--- src/rtl/motor_arm_sequencer.sv ---
`default_nettype none
// ============================================================================
// motor_arm_sequencer
// Arms a motor output from DShot frames, applies throttle, executes direction
// commands and falls back to failsafe when good frames stop arriving.
// Revision: 1.0
// ============================================================================
module motor_arm_sequencer #(
    parameter int ARM_FRAMES     = 10,
    parameter int CMD_REPEAT     = 6,
    parameter int TIMEOUT_CYCLES = 48000
) (
    input  logic        clk,
    input  logic        rstN,
    input  logic        frameStrobe,
    input  logic [10:0] frameValue,
    input  logic        frameCrcOk,
    output logic [7:0]  outputSpeed,
    output logic        armed,
    output logic        failsafe,
    output logic        direction,
    output logic        cmdAck
);

    localparam int SC_W = $clog2(ARM_FRAMES + 1);
    localparam int RC_W = $clog2(CMD_REPEAT + 1);
    localparam int TO_W = $clog2(TIMEOUT_CYCLES + 1);

    localparam logic [SC_W-1:0] c_ARM_FRAMES = SC_W'(ARM_FRAMES);
    localparam logic [RC_W-1:0] c_CMD_REPEAT = RC_W'(CMD_REPEAT);
    localparam logic [TO_W-1:0] c_TIMEOUT    = TO_W'(TIMEOUT_CYCLES);

    typedef enum logic [1:0] {
        ST_DISARMED = 2'd0,
        ST_ARMING   = 2'd1,
        ST_ARMED    = 2'd2,
        ST_FAILSAFE = 2'd3
    } state_t;

    state_t          state_q, state_d;
    logic [SC_W-1:0] stop_q, stop_d;
    logic [RC_W-1:0] run_q, run_d;
    logic [TO_W-1:0] tmo_q, tmo_d;
    logic [10:0]     prev_q, prev_d;
    logic [7:0]      speed_q, speed_d;
    logic            dir_q, dir_d;
    logic            ack_q, ack_d;

    logic            w_good;
    logic            w_stop;
    logic            w_cmd;
    logic            w_thr;
    logic            w_reach;
    logic [7:0]      w_thrSpeed;

    always_comb begin
        w_good     = frameStrobe & frameCrcOk;
        w_stop     = (frameValue == 11'd0);
        w_thr      = (frameValue >= 11'd48);
        w_cmd      = !w_stop && !w_thr;
        w_thrSpeed = 8'((frameValue - 11'd48) >> 3);
        w_reach    = 1'b0;

        state_d = state_q;
        stop_d  = stop_q;
        run_d   = run_q;
        tmo_d   = tmo_q;
        prev_d  = prev_q;
        speed_d = speed_q;
        dir_d   = dir_q;
        ack_d   = 1'b0;

        if (w_good) begin
            tmo_d  = '0;
            prev_d = frameValue;

            unique case (state_q)
                ST_DISARMED, ST_FAILSAFE: begin
                    if (w_stop) begin
                        if (ARM_FRAMES <= 1) begin
                            state_d = ST_ARMED;
                            stop_d  = '0;
                        end else begin
                            state_d = ST_ARMING;
                            stop_d  = SC_W'(1);
                        end
                    end
                end
                ST_ARMING: begin
                    if (w_stop) begin
                        if (stop_q + 1'b1 >= c_ARM_FRAMES) begin
                            state_d = ST_ARMED;
                            stop_d  = '0;
                        end else begin
                            stop_d = stop_q + 1'b1;
                        end
                    end else begin
                        state_d = ST_DISARMED;
                        stop_d  = '0;
                    end
                end
                ST_ARMED: begin
                    if (w_thr) begin
                        speed_d = w_thrSpeed;
                    end else if (w_stop) begin
                        speed_d = 8'd0;
                    end
                end
                default: state_d = ST_DISARMED;
            endcase

            // Commands only count while armed and stationary; the run saturates
            // once it reaches the repeat threshold so execution fires once.
            if (w_cmd && state_q == ST_ARMED && speed_q == 8'd0) begin
                if (frameValue == prev_q) begin
                    if (run_q != c_CMD_REPEAT) begin
                        run_d   = run_q + 1'b1;
                        w_reach = (run_q + 1'b1 == c_CMD_REPEAT);
                    end
                end else begin
                    run_d   = RC_W'(1);
                    w_reach = (CMD_REPEAT == 1);
                end
                if (w_reach) begin
                    if (frameValue == 11'd7 || frameValue == 11'd20) begin
                        dir_d = 1'b0;
                        ack_d = 1'b1;
                    end else if (frameValue == 11'd8 || frameValue == 11'd21) begin
                        dir_d = 1'b1;
                        ack_d = 1'b1;
                    end
                end
            end else begin
                run_d = '0;
            end
        end else begin
            if (tmo_q != c_TIMEOUT) begin
                tmo_d = tmo_q + 1'b1;
            end
            if (tmo_d == c_TIMEOUT &&
                (state_q == ST_ARMING || state_q == ST_ARMED)) begin
                state_d = ST_FAILSAFE;
                speed_d = 8'd0;
                stop_d  = '0;
                run_d   = '0;
            end
        end
    end

    always_ff @(posedge clk) begin
        if (!rstN) begin
            state_q <= ST_DISARMED;
            stop_q  <= '0;
            run_q   <= '0;
            tmo_q   <= '0;
            prev_q  <= '0;
            speed_q <= '0;
            dir_q   <= 1'b0;
            ack_q   <= 1'b0;
        end else begin
            state_q <= state_d;
            stop_q  <= stop_d;
            run_q   <= run_d;
            tmo_q   <= tmo_d;
            prev_q  <= prev_d;
            speed_q <= speed_d;
            dir_q   <= dir_d;
            ack_q   <= ack_d;
        end
    end

    assign outputSpeed = speed_q;
    assign armed       = (state_q == ST_ARMED);
    assign failsafe    = (state_q == ST_FAILSAFE);
    assign direction   = dir_q;
    assign cmdAck      = ack_q;

endmodule
`default_nettype wire

--- config.mk ---
export PLATFORM = sky130hd
export DESIGN_NAME = motor_arm_sequencer
export DESIGN_NICKNAME = d
export VERILOG_FILES = /design/src/rtl/motor_arm_sequencer.sv
export SDC_FILE = /design/constraint.sdc
export NUM_CORES = 1
export LEC_CHECK = 0
export ABC_AREA = 0
export ABC_CLOCK_PERIOD_IN_PS = 3750
export BUFFER_PORTS_ARGS = -buffer_cell sky130_fd_sc_hd__buf_2
export CORE_ASPECT_RATIO = 1.4
export CORE_UTILIZATION = 57
export DETAILED_ROUTE_END_ITERATION = 16
export GPL_TIMING_DRIVEN = 0
export PLACE_DENSITY = 0.79
export SYNTH_ARGS = -nofsm -noshare
export SYNTH_HDL_FRONTEND = slang
export SYNTH_SLANG_ARGS = --single-unit
--- constraint.sdc ---
create_clock -name clk -period 3.75 [get_ports clk]
set_input_delay 0.75 -clock clk [delete_from_list [all_inputs] [get_ports clk]]
set_output_delay 0.75 -clock clk [all_outputs]
set_load 0.05 [all_outputs]
# [Yosys cells after proc, flatten, opt, wreduce, memory -nomap -nowiden]
# Index checks and enable logic that the tools add are counted.
[classes] n_reduce_logical=22 eq_ne=18 n_mux=32 n_lt_le_gt_ge=2 addsub=4 bitwise=2
[op_table] op="two-way mux 8 bit" n=5
[op_table] op="two-way mux 16 bit" n=2
[op_table] op="equality test 11 x 5 -> 1 bit, second input constant" n=2
[op_table] op="two-way mux 4 bit" n=5
[op_table] op="adder 16 x 1 -> 16 bit, second input constant" n=1
[op_table] op="equality test 16 bit, second input constant" n=1
[op_table] op="!= test 16 bit, second input constant" n=1
[op_table] op="two-way mux 3 bit" n=5
[op_table] op="AND reduction 4 bit" n=3
[op_table] op="equality test 11 bit" n=1
[op_table] op="equality test 11 x 3 -> 1 bit, second input constant" n=1
[op_table] op="equality test 11 x 4 -> 1 bit, second input constant" n=1
[op_table] op="greater-or-equal comparator 11 x 6 -> 1 bit, second input constant" n=1
[op_table] op="zero test 11 bit" n=1
[op_table] op="subtractor 11 x 6 -> 11 bit, second input constant" n=1
[op_table] op="two-way mux 2 bit" n=5
[op_table] op="zero test 8 bit" n=1
[op_table] op="two-way mux 1 bit" n=8
[op_table] op="case mux 4 bit (2 select lines)" n=1
[op_table] op="!= test 3 x 1 -> 1 bit, second input constant" n=2
[op_table] op="!= test 3 bit, second input constant" n=2
[op_table] op="AND reduction 3 bit" n=2
[op_table] op="adder 4 x 1 -> 4 bit, second input constant" n=1
[op_table] op="equality test 2 bit, second input constant" n=2
[op_table] op="other kinds (17)" n=25
[word_totals] output_inout_bits=12 input_bits=15 wordCells=88 reg_bits=46

# [Longest topological paths before layout]
# Gate-level depths: netlist of run 1.
[depth] ltp_word=8 mapped_depth=9

# [Least setup slack after synthesis of run 1]
# No wires, ideal clock.
[synth_path] path_kind="input port to flip-flop" start="in frameValue[4]" end="reg dir_q (netlist: direction)" cell_stages=8 arrival_time_ns=2.566 n_path_buf=0 setup_ns=0.116 slack_ns=1.068 cell_sequence="inv_1 > ha_1 > or3b_2 > or4_1 > nand2b_4 > or4_4 > or4_1 > o211a_1"
[synth_between] elab_chain_len=6 elab_cells_between_ends=20 cone_classes="order compare: 1; eq/ne: 5; mux: 4; reduce/logical: 10"
[synth_lines] item="from (decl)" line_no="16" rtl="input logic [10:0] frameValue,"
[synth_lines] item="greater-or-equal comparator 11 x 6 -> 1 bit or zero test 11 bit (tied branches)" line_no="59, 58"
[synth_lines] item="zero test 1 bit" line_no="60" rtl="w_cmd = !w_stop && !w_thr;"
[synth_lines] item="logical AND 1 bit" line_no="60"
[synth_lines] item="logical AND 1 bit (2 in a row)" line_no="114" rtl="if (w_cmd && state_q == ST_ARMED && speed_q == 8'd0) begin"
[synth_lines] item="AND reduction 4 bit (no line)"
[synth_lines] item="to (signal assigned)" line_no="167" rtl="dir_q <= dir_d;"
[synth_lines] item="to (decl)" line_no="46" rtl="logic dir_q, dir_d;"
# Several ways; a longest one is shown, not always the timed one. The select of a mux whose other input is x is not followed.
# A chain may end at the register's enable or synchronous reset.

# [Final worst setup path of run 1]
[layout_path] start="in frameValue[4]" end="reg stop_q[0]"
[layout_between] elab_chain_len=4 elab_cells_between_ends=6 cone_classes="eq/ne: 1; mux: 3; reduce/logical: 2"
[layout_lines] item="zero test 11 bit (*)" line_no="58" rtl="w_stop = (frameValue == 11'd0);"
[layout_lines] item="two-way mux 4 bit" line_no="90" rtl="if (w_stop) begin"
[layout_lines] item="case mux 4 bit (2 select lines)" line_no="77" rtl="unique case (state_q)"
[layout_lines] item="two-way mux 4 bit" line_no="73" rtl="if (w_good) begin"
[layout_lines] item="to (signal assigned)" line_no="162" rtl="stop_q <= stop_d;"
[layout_lines] item="to (decl)" line_no="41" rtl="logic [SC_W-1:0] stop_q, stop_d;"
# Mark *: on every way between the ends. The rest lies on a longest branch, timed or not.

==> results.md, run 1 <==
- Max_cap viols: 0
- Slew Limit Fails: 0
- Worst Reg-to-Reg Cells: 8
- GRT Overall Usage: between 20% and 30%
- Top cell type by total area after synthesis: dfxtp_1
- Remaining global-route overflow: 0
- Crit. End Element: register
- Mapped Nets: 391
- Post-CTS resize count: 0
- Post-synth EDFFs: 0
- Die area: ~5600 um^2
- Run status: finished clean
- H-tree Lvls: 2
- Critical path depth: 9
- Largest net degree at the start of global routing: 14
- Power Density: 278 nW/um^2
- Share of cells above drive strength 1: 14.5%
- Global placer's final weighted congestion: just over 0.9
- CTS tree: built
- Final Skew: around 7.6 ps
- Clock latency on the worst-skew pair: 310 ps
- Slew HR: 40.7%
- Number of global-route vias before repair: 2649
- Antenna violations before repair: 0
- CP max stage delay: around 700 ps
- Yosys warns: 0
- Setup_tns: 0 ps
- Worst EP arrival: 3090 ps
- Hold Path Stages: 2
- Gate power share: 10.2%
- Num CTS Buffers: 5
- Initial core utilization: 58.9%
- RR Startpoint: tmo_q[0]$_SDFF_PP0_
- Layout area overhead: 9.25%
- Most frequent cell after synthesis: dfxtp_1
- Seq/Total Area, Yosys: between 30% and 40%
- Switching fraction of total power: 25.7%
- Main area contributors after synthesis: dfxtp_1 (31%), xnor2_1 (6.1%), ha_1 (5.4%), nand2_1 (5.2%), nand3_1 (3.3%)
- Top Ports: 27
- R2r endpoint: state_q[1]$_SDFFE_PN0P_
- Top delay family on crit path: simple AND/OR/NAND/NOR gates
- Mean Syn Cell Area: 8.31 um^2
- Top cell type's share of synthesized area: 30.5%
- CTS max path bufs: 2
- First-pass GRT wire length: 11.7 mm
- Reg2reg setup slack: approximately 1100 ps
- Routed vias/inst: approximately 6.0
- Fin crit period: 2850 ps
- Std-Cell Core Area: roughly 5100 um^2
- Switching power: 0.236 mW
- Syn Inst Count: 363
- Static leakage: 1.21 nW
- Post-Route WL: 7.19 mm
- Finished Layout Cells: 458
- Setup Buffers After CTS: 0
- Ys flop type: dfxtp_1
- Clock Sinks: 46
- Antenna viol nets, final: 0
- Pint: 0.681 mW
- Num rows: 31
- Clock root cell: clkbuf_8
- Crit Path Category: in -> reg
- Yosys cell types: 64
- Via Count: 2756
- Crit-path max FO: 8
- Endpoints failing setup: 0
- Layout Nets: around 420
- DPL Wire Length: between 5 and 6 mm
- Mapped Area: roughly 3000 um^2
- Clk slew on worst S/H paths: 90 ps
- Post-route clock period utilization: between 70% and 80%
- Worst endpoint required time: 3990 ps
- Final Hold Fails: 0
- Number of antenna diodes: 0
- Synth Register Bits: 46
- Register share of total power: 54.8%
- Placed Instances: 450
- Hold-fix buffers, CTS: 0
- WL/cell: 15.7 um
- Synth async-reset ratio: 0%
- Least-Margin Pin Slew: just under 900 ps
- Min-delay worst type: reg -> reg
- Clock share of power: a little over a third
- Element type at the critical path start: input pin
- IO buf count: 21
- Initial DRC Count: 154
- RSZ-0062 raised after global routing: no
- Worst IR Drop VDD: ~0.24 mV
- Setup crit end: stop_q[0]$_SDFFE_PN0P_
- Die Span X: 63.5 um
- Fillers: 478
- DRC violations left: 0
- WP buf/inv: 2
- Slowest cell on crit path: nor4_1
- Die height: 88.1 um
- Crit path from: frameValue[4]
- Fmax: 351 MHz
- Post-synth top cells: dfxtp_1 (46), nand2_1 (42), nor2_1 (24)
- Router iterations before antenna repair: 4
- Crit path cell chain: buf_2 -> inv_1 -> ha_1 -> or3b_2 -> nor4_1 -> nand2_1 -> a211oi_1 -> o21ai_0 -> a31oi_1
==> cell type report <==
class                           count  area (um^2)  area share, %
Multi-Input combinational cell    282         1920           58.3
Clock inverter                      1         5.00          0.152
Clock buffer                        7         86.3           2.62
Buffer                             20          119           3.61
Sequential cell                    46          921           27.9
Tap cell                           66         82.6           2.50
Timing Repair Buffer               21          105           3.19
Inverter                           15         56.3           1.71
==> sequential cells by signal (all words and copies together), names as in the netlist <==
name,cells
state_q,2
cmdAck,1
tmo_q,16
run_q,3
stop_q,4
direction,1
outputSpeed,8
prev_q,11
==> power by group through the flow <==
stage	Sequential, mW	Clock (mW)	Combinational, mW
final	0.502	0.321	0.0938
after global routing	0.503	0.340	0.102
after CTS	0.502	0.323	0.0942
after detailed placement	0.513	0	0.0935
after global placement	0.513	0	0.0911
after floorplan	0.512	0	0.0617
==> metal layers <==
layer | GRT usage (%) | wire length, um | share of wire (%) | vias to the layer above
li1 | - | - | - | 1370
met1 | 26.2 | 2780 | 39 | 1275
met2 | 50.6 | 3810 | 53 | 86
met3 | 5.21 | 298 | 4.1 | 25
met4 | 18.4 | 296 | 4.1 | 0
met5 | 0 | 0 | 0 | -
==> worst min-delay path by stage <==
stage	startpoint	to	slack, ps
global placement	prev_q[5]$_SDFFE_PN0P_	prev_q[5]$_SDFFE_PN0P_	460
finish	prev_q[8]$_SDFFE_PN0P_	prev_q[8]$_SDFFE_PN0P_	480
global route	prev_q[8]$_SDFFE_PN0P_	prev_q[8]$_SDFFE_PN0P_	500
floorplan	prev_q[5]$_SDFFE_PN0P_	prev_q[5]$_SDFFE_PN0P_	460
CTS	prev_q[5]$_SDFFE_PN0P_	prev_q[5]$_SDFFE_PN0P_	480
detailed placement	prev_q[5]$_SDFFE_PN0P_	prev_q[5]$_SDFFE_PN0P_	470
==> worst register-to-register path, cell delays in order (launching register included) <==
cell and delay (ps):
dfxtp_1 450, ha_1 190, clkbuf_2 180, nand3_1 170, nor3_1 270, a22oi_1 160
or4_4 560, nor3_4 380, o2111a_1 270
==> metrics by stage <==
stage                     worst slack, ps  util [%]  hold slack (ps)  area [um^2]  power, mW
after floorplan                      1070         -              456         3020      0.574
after global placement                706      62.6              464         3210      0.604
after detailed placement              670      62.6              471         3210      0.607
after CTS                             993      64.4              482         3300      0.919
after global routing                  734      64.4              496         3300      0.945
final                                 898      64.4              480         3300      0.916
==> layout by cell type (no fill, tap or decap), drive strengths merged, types with 3 or more instances in the layout <==
cell type   n
o22ai       8
a211oi      3
or3b        3
nand3b      3
a21oi      10
and4        4
or4         7
a21boi     13
nor3       11
nand4       7
and3        5
or3         3
xor2        9
nor2b       4
nand2b      4
nand3      21
ha         13
inv        15
xnor2      21
nor4        9
o21ai      13
nor3b       4
nor2       24
dfxtp      46
nand2      42
a31oi       6
o211ai      5
o31ai       3
buf        34
clkbuf     14
==> logic make-up after synthesis <==
group,after synthesis,share of synthesized area (%)
AO/OA/AOI/OAI,77,18.6
flip-flops,46,30.5
adder cells (fa/ha/maj),13,5.39
buffers and inverters,35,5.80
AND/OR/NAND/NOR,160,30.3
XOR/XNOR,30,8.71
multiplexers,2,0.663
Note: power is estimated with default switching activity, not from simulation.
==> run 2: changes to the inputs <==
--- a/config.mk
+++ b/config.mk
@@ -6,13 +6,13 @@
 export NUM_CORES = 1
 export LEC_CHECK = 0
 export ABC_AREA = 0
-export ABC_CLOCK_PERIOD_IN_PS = 3750
+export ABC_CLOCK_PERIOD_IN_PS = 2500
 export BUFFER_PORTS_ARGS = -buffer_cell sky130_fd_sc_hd__buf_2
 export CORE_ASPECT_RATIO = 1.4
-export CORE_UTILIZATION = 57
+export CORE_UTILIZATION = 54
 export DETAILED_ROUTE_END_ITERATION = 16
 export GPL_TIMING_DRIVEN = 0
-export PLACE_DENSITY = 0.79
+export PLACE_DENSITY = 0.78
 export SYNTH_ARGS = -nofsm -noshare
 export SYNTH_HDL_FRONTEND = slang
 export SYNTH_SLANG_ARGS = --single-unit
==> constraint.sdc (replaced) <==
create_clock -name clk -period 2.5 [get_ports clk]
set_input_delay 0.5 -clock clk [delete_from_list [all_inputs] [get_ports clk]]
set_output_delay 0.5 -clock clk [all_outputs]
set_load 0.05 [all_outputs]
==> run 2 against run 1 <==
Against the previous run: power up 45%; clock skew about the same; design area up 1.7%; critical endpoint is now direction$_SDFFE_PN0P_; die area up 5.4%; non-clock buffer count up 2; critical path type unchanged.
==> results.md, run 2 (same netlist as run 1, synthesis figures left out) <==
- Run status: finished clean
- H-tree Lvls: 2 (unchanged)
- Num CTS Buffers: 5 (unchanged)
- Switching fraction of total power: 25.6% (-0.16 points)
- CP max stage delay: 540 ps (-150 ps)
- Router iterations before antenna repair: 4 (unchanged)
- Clock latency on the worst-skew pair: 300 ps (about the same)
- Std-Cell Core Area: 5280 um^2 (+3.0%)
- Worst Reg-to-Reg Cells: 6 (-2)
- Die area: 5900 um^2 (+5.4%)
- Share of cells above drive strength 1: 16.8% (+2.3 points)
- Placed Instances: 450 (unchanged)
- Fin crit period: ~2400 ps
- Slew Limit Fails: 0 (unchanged)
- Largest net degree at the start of global routing: 13 (-1)
- CTS max path bufs: 2 (unchanged)
- Worst IR Drop VDD: 0.345 mV (+42%)
- DRC violations left: 0 (unchanged)
- GRT Overall Usage: 25.0% (-1.9 points)
- Initial DRC Count: 111 (-28%)
- RSZ-0062 raised after global routing: no
- Remaining global-route overflow: 0 (unchanged)
- Crit path cell chain: clkbuf_4 -> inv_1 -> ha_1 -> or3b_2 -> or4_4 -> nand2b_4 -> or4_4 -> or4_1 -> o211a_1
- Routed vias/inst: 5.92 (-1.6%)
- IO buf count: 21 (unchanged)
- Dpl ws: -357 ps (-1030 ps)
- Max_cap viols: 0 (unchanged)
- Most common cell after layout, fill and taps aside: dfxtp_1
- DPL Wire Length: 5.23 mm (-2.8%)
- RR Startpoint: tmo_q[6]$_SDFF_PP0_
- Layout area overhead: 11.1%
- Largest Register: tmo_q
- Hold Path Stages: 3 (+1)
- Top delay family on crit path: simple AND/OR/NAND/NOR gates
- Antenna viol nets, final: 0 (unchanged)
- Crit Path Category: in -> reg
- Post-route clock period utilization: 97.4%
- Die Span X: 65.2 um (+2.7%)
- Number of global-route vias before repair: 2563 (-3.2%)
- Endpoints failing setup: 0 (unchanged)
- R2r endpoint: stop_q[0]$_SDFFE_PN0P_
- Initial core utilization: 57.2% (-1.7 points)
- Number of antenna diodes: 0 (unchanged)
- CTS tree: built
- Antenna violations before repair: 0 (unchanged)
- Final worst setup slack: 64.4 ps (-833 ps)
- Static leakage: 1.22 nW (+0.40%)
- Fillers: 506 (+5.9%)
- Slew HR: 52.6% (+12 points)
- Final Hold Fails: 0 (unchanged)
- Pint: 0.991 mW (+46%)
- Clock share of power: 33.0% (-2.0 points)
- Most frequent cells in the layout: dfxtp_1 (44), nand2_1 (42), buf_2 (27)
- Clk slew on worst S/H paths: 80 ps (about the same)
- Total power: 1.33 mW (+45%)
- Post-Route WL: 6.95 mm (-3.2%)
- HP Start: rstN
- Clock root cell: clkbuf_8
- Crit. End Element: register
- Global placer's final weighted congestion: 0.901 (-0.67%)
- Power Density: 397 nW/um^2 (+43%)
- Finished Layout Cells: 459 (+0.22%)
- Final Skew: 7.11 ps (-0.446 ps)
- First-pass GRT wire length: 11.7 mm (+0.12%)
- Placement Cell Area: 3210 um^2 (unchanged)
- Element type at the critical path start: input pin
- Gate power share: 10.4% (+0.2 points)
- Crit-path max FO: 8 (unchanged)
- Min-delay worst type: in -> reg
- Register share of total power: 56.6% (+1.8 points)
- Worst endpoint required time: 2700 ps (-1290 ps)
- Via Count: 2718 (-1.4%)
- Fmax: between 400 and 500 MHz
- Slowest cell on crit path: or4_4
- CP dominant cell by count: or4_4
- Num rows: 31 (unchanged)
- WL/cell: 15.1 um (-3.5%)
- Least-Margin Pin Slew: 706 ps (-175 ps)
- Post-route cell area: 3350 um^2 (+1.7%)
- Worst EP arrival: 2640 ps (-450 ps)
- Top Ports: 27 (unchanged)
- WP buf/inv: 2 (unchanged)
- Hold-fix buffers, CTS: 0 (unchanged)
- Layout Nets: 421 (+0.48%)
- Setup_tns: 0 ps (unchanged)
- Die height: 90.5 um (+2.7%)
- Switching power: 0.340 mW (+44%)
- Worst Hold End: cmdAck$_SDFF_PN0_
- Max FFs per register: 16 (unchanged)
- Reg2reg setup slack: 120 ps (-960 ps)
- Clock Sinks: 46 (unchanged)
run 2: changes by cell type in the layout (fill, tap and decap cells not counted), sizes merged:
cell    previous run  this run
clkinv             1         0
buf               34        35
clkbuf            14        15
run 2: layer usage:
metal	up-vias	GRT usage [%]	share of wire, %
li1	1364	-	-
met1	1277	28.4	42
met2	58	44.4	52
met3	19	3.91	2.9
met4	0	10.9	2.6
met5	-	0	0
run 2: worst reg2reg max path: stages (launching register included):
cell      delay, ps
dfxtp_1         460
nand4_1         330
and4bb_1        380
xnor2_1         140
or4_4           490
o21ai_1         320
a31oi_1         150
run 2: through the flow:
step	utilization (%)	hold WS, ps
final	63.6	467
after global routing	63.6	489
after CTS	63.0	467
after detailed placement	60.8	472
after global placement	60.8	463
after floorplan	-	456
run 2: power by group through the flow:
stage | sequential, mW | combinational (mW) | clock, mW
6_report | 0.754 | 0.139 | 0.439
3_5_place_dp | 0.770 | 0.136 | 0
5_1_grt | 0.756 | 0.152 | 0.490
4_1_cts | 0.753 | 0.138 | 0.450
2_1_floorplan | 0.768 | 0.0925 | 0
3_3_place_gp | 0.770 | 0.134 | 0
run 2: worst max-delay path by stage:
stage	from	endpoint	slack [ps]	depth (start not counted)
final	frameValue[4]	direction$_SDFFE_PN0P_	60	9
after CTS	tmo_q[1]$_SDFF_PP0_	outputSpeed[5]$_SDFFE_PN0P_	4	9
after detailed placement	frameValue[4]	direction$_SDFFE_PN0P_	-360	9
after floorplan	frameValue[4]	direction$_SDFFE_PN0P_	70	8
after global placement	frameValue[4]	direction$_SDFFE_PN0P_	-310	9
after global routing	frameValue[5]	direction$_SDFFE_PN0P_	4	9
run 2: final cells by class:
cell class	count	area [um^2]	area share, %
repair buffers	23	126	3.77
flip-flops and latches	46	923	27.5
inverters	15	56.3	1.68
plain buffers	20	119	3.54
clock buffers	7	76.3	2.28
well taps	66	82.6	2.46
multi-input cells	282	1970	58.7
run 2: what timing repair did:
action	in CTS	in global routing
endpoints found under the setup margin	16	17
pin swaps	1	2
setup buffers	2	0
resized for setup	7	7
==> run 3: changes to the inputs <==
--- a/config.mk
+++ b/config.mk
@@ -7,12 +7,13 @@
 export LEC_CHECK = 0
 export ABC_AREA = 0
 export ABC_CLOCK_PERIOD_IN_PS = 2500
-export BUFFER_PORTS_ARGS = -buffer_cell sky130_fd_sc_hd__buf_2
 export CORE_ASPECT_RATIO = 1.4
-export CORE_UTILIZATION = 54
+export CORE_UTILIZATION = 57
 export DETAILED_ROUTE_END_ITERATION = 16
+export DONT_BUFFER_PORTS = 1
 export GPL_TIMING_DRIVEN = 0
-export PLACE_DENSITY = 0.78
+export PLACE_DENSITY = 0.77
+export SETUP_SLACK_MARGIN = 0.5
 export SYNTH_ARGS = -nofsm -noshare
 export SYNTH_HDL_FRONTEND = slang
 export SYNTH_SLANG_ARGS = --single-unit
==> run 3 against run 2 <==
Against the previous run: worst setup slack better by 190 ps; register-to-register slack better by 130 ps; final cell count is 1.1% higher; clock-buffer cell count is 1 lower; core utilization is 12 points higher; fmax is 8.2% higher.
==> results.md, run 3 (same netlist as run 1, synthesis figures left out) <==
- Run status: finished clean
- Static leakage: 1.35 nW (+11%)
- Clock Sinks: 46 (unchanged)
- IO buf count: 0 (-100%)
- RSZ-0062 raised after global routing: yes
- Final Hold Fails: 0 (unchanged)
- Max FFs per register: 16 (unchanged)
- Largest net degree at the start of global routing: 15 (+2)
- Via Count: 2891 (+6.4%)
- Layout area overhead: 27.6%
- Die area: 5590 um^2 (-5.1%)
- Most frequent cells in the layout: nand2_1 (42), dfxtp_1 (25), nor2_1 (24), buf_4 (24), xnor2_1 (20)
- Fin util: 75.2% (+12 points)
- Worst IR Drop VDD: 0.379 mV (+9.8%)
- Routed vias/inst: 6.23 (+5.2%)
- Std-Cell Core Area: 5120 um^2 (-2.9%)
- Total power: 1.58 mW (+19%)
- WHS: 293 ps (-174 ps)
- Element type at the critical path start: register
- Router iterations before antenna repair: 4 (unchanged)
- Power Density: 410 nW/um^2 (+3.3%)
- Clock latency on the worst-skew pair: 300 ps (about the same)
- Top Ports: 27 (unchanged)
- DPL Wire Length: 5.30 mm (+1.3%)
- Remaining global-route overflow: 0 (unchanged)
- Crit. End Element: register
- Slew Limit Fails: 0 (unchanged)
- Layout Nets: 425 (+0.95%)
- Antenna viol nets, final: 0 (unchanged)
- Slew HR: 61.6% (+9.1 points)
- Number of antenna diodes: 0 (unchanged)
- Fmax: 444 MHz (+8.2%)
- Initial core utilization: 58.9% (+1.7 points)
- Post-route clock period utilization: 90.0% (-7.4 points)
- GRT Overall Usage: 30.3% (+5.3 points)
- Worst Reg-to-Reg Cells: 6 (unchanged)
- Die height: 88.1 um (-2.6%)
- CTS max path bufs: 2 (unchanged)
- Reg2reg setup slack: 250 ps (+130 ps)
- Clock root cell: clkbuf_8
- H-tree Lvls: 2 (unchanged)
- Worst Hold End: outputSpeed[1]$_SDFFE_PN0P_
- Final Skew: 6.47 ps (-0.641 ps)
- Final worst setup slack: 250 ps (+185 ps)
- Most common cell after layout, fill and taps aside: nand2_1
- Largest Register: tmo_q
- Fillers: 362 (-28%)
- Crit-path max FO: 6 (-2)
- Number of global-route vias before repair: 2836 (+11%)
- Die Span X: 63.5 um (-2.6%)
- WL/cell: 18.1 um (+19%)
- Worst endpoint required time: 2700 ps (about the same)
- Endpoints failing setup: 0 (unchanged)
- Share of cells above drive strength 1: 31.4% (+15 points)
- Hold-fix buffers, CTS: 0 (unchanged)
- Worst EP arrival: 2450 ps (-190 ps)
- Clk slew on worst S/H paths: 90 ps (about the same)
- CTS tree: built
- Crit Path Category: reg -> reg
- Fin crit period: 2250 ps (-185 ps)
- Num CTS Buffers: 5 (unchanged)
- Post-Route WL: 8.38 mm (+20%)
- Hold Path Stages: 1 (-2)
- Initial DRC Count: 145 (+31%)
- RR Startpoint: tmo_q[7]$_SDFF_PP0_
- R2r endpoint: run_q[0]$_SDFFE_PN0P_
- Dpl ws: -110 ps (+247 ps)
- Global placer's final weighted congestion: 0.839 (-6.8%)
- Num rows: 31 (unchanged)
- Min-delay worst type: in -> reg
- Least-Margin Pin Slew: 573 ps (-133 ps)
- HP Start: frameValue[4]
- Crit path from: tmo_q[7]$_SDFF_PP0_
- First-pass GRT wire length: 13.2 mm (+13%)
- DRC violations left: 0 (unchanged)
- Antenna violations before repair: 0 (unchanged)
- Max_cap viols: 0 (unchanged)
[run 3: power breakdown]
group,switching (mW),leakage [nW],internal (mW)
registers,0.0105,0.386,0.734
logic,0.0825,0.889,0.0616
clock network,0.263,0.0714,0.427
total,0.356,1.35,1.22
[run 3: cell type report]
| cell class | instances | area (um^2) | share of cell area, % |
|---|---|---|---|
| Clock buffer | 6 | 82.6 | 2.14 |
| Tap cell | 66 | 82.6 | 2.14 |
| Inverter | 15 | 56.3 | 1.46 |
| Multi-Input combinational cell | 282 | 2200 | 57.2 |
| Clock inverter | 2 | 60.1 | 1.56 |
| Timing Repair Buffer | 27 | 246 | 6.40 |
| Sequential cell | 46 | 972 | 25.2 |
| Buffer | 20 | 149 | 3.87 |
[run 3: per-layer routing]
| metal | wire (um) | share of wire (%) | vias up | track usage (%) |
|---|---|---|---|---|
| met1 | 3110 | 37 | 1386 | 30.6 |
| met4 | 356 | 4.3 | 0 | 15.1 |
| met3 | 348 | 4.2 | 31 | 5.47 |
| met5 | 0 | 0 | - | 0 |
| li1 | - | - | 1385 | - |
| met2 | 4560 | 54 | 89 | 58.7 |
[run 3: repair_timing]
item / in CTS / in global routing
gates cloned: 1 / 0
setup buffers: 22 / 4
pin swaps: 22 / 11
gates resized for setup: 58 / 20
setup endpoints to repair: 19 / 19
[run 3: critical path, stage by stage (launching register included)]
cell	delay [ps]
dfxtp_4	380
or3b_4	390
nand4b_4	190
or3_4	380
a2111oi_4	410
a21oi_2	170
o221a_1	230
[run 3: worst max path at each step]
stage / to / slack [ps]
6_report: run_q[0]$_SDFFE_PN0P_ / 250
4_1_cts: run_q[0]$_SDFFE_PN0P_ / 260
3_3_place_gp: stop_q[0]$_SDFFE_PN0P_ / -70
5_1_grt: outputSpeed[4]$_SDFFE_PN0P_ / 160
3_5_place_dp: stop_q[2]$_SDFFE_PN0P_ / -110
2_1_floorplan: direction$_SDFFE_PN0P_ / 250
[run 3: metrics by stage]
stage | TNS, ps | area [um^2] | instances
floorplan | 0 | 3070 | 363
global placement | -101 | 3150 | 429
detailed placement | -209 | 3150 | 429
CTS | 0 | 3700 | 460
global route | 0 | 3850 | 464
finish | 0 | 3850 | 464
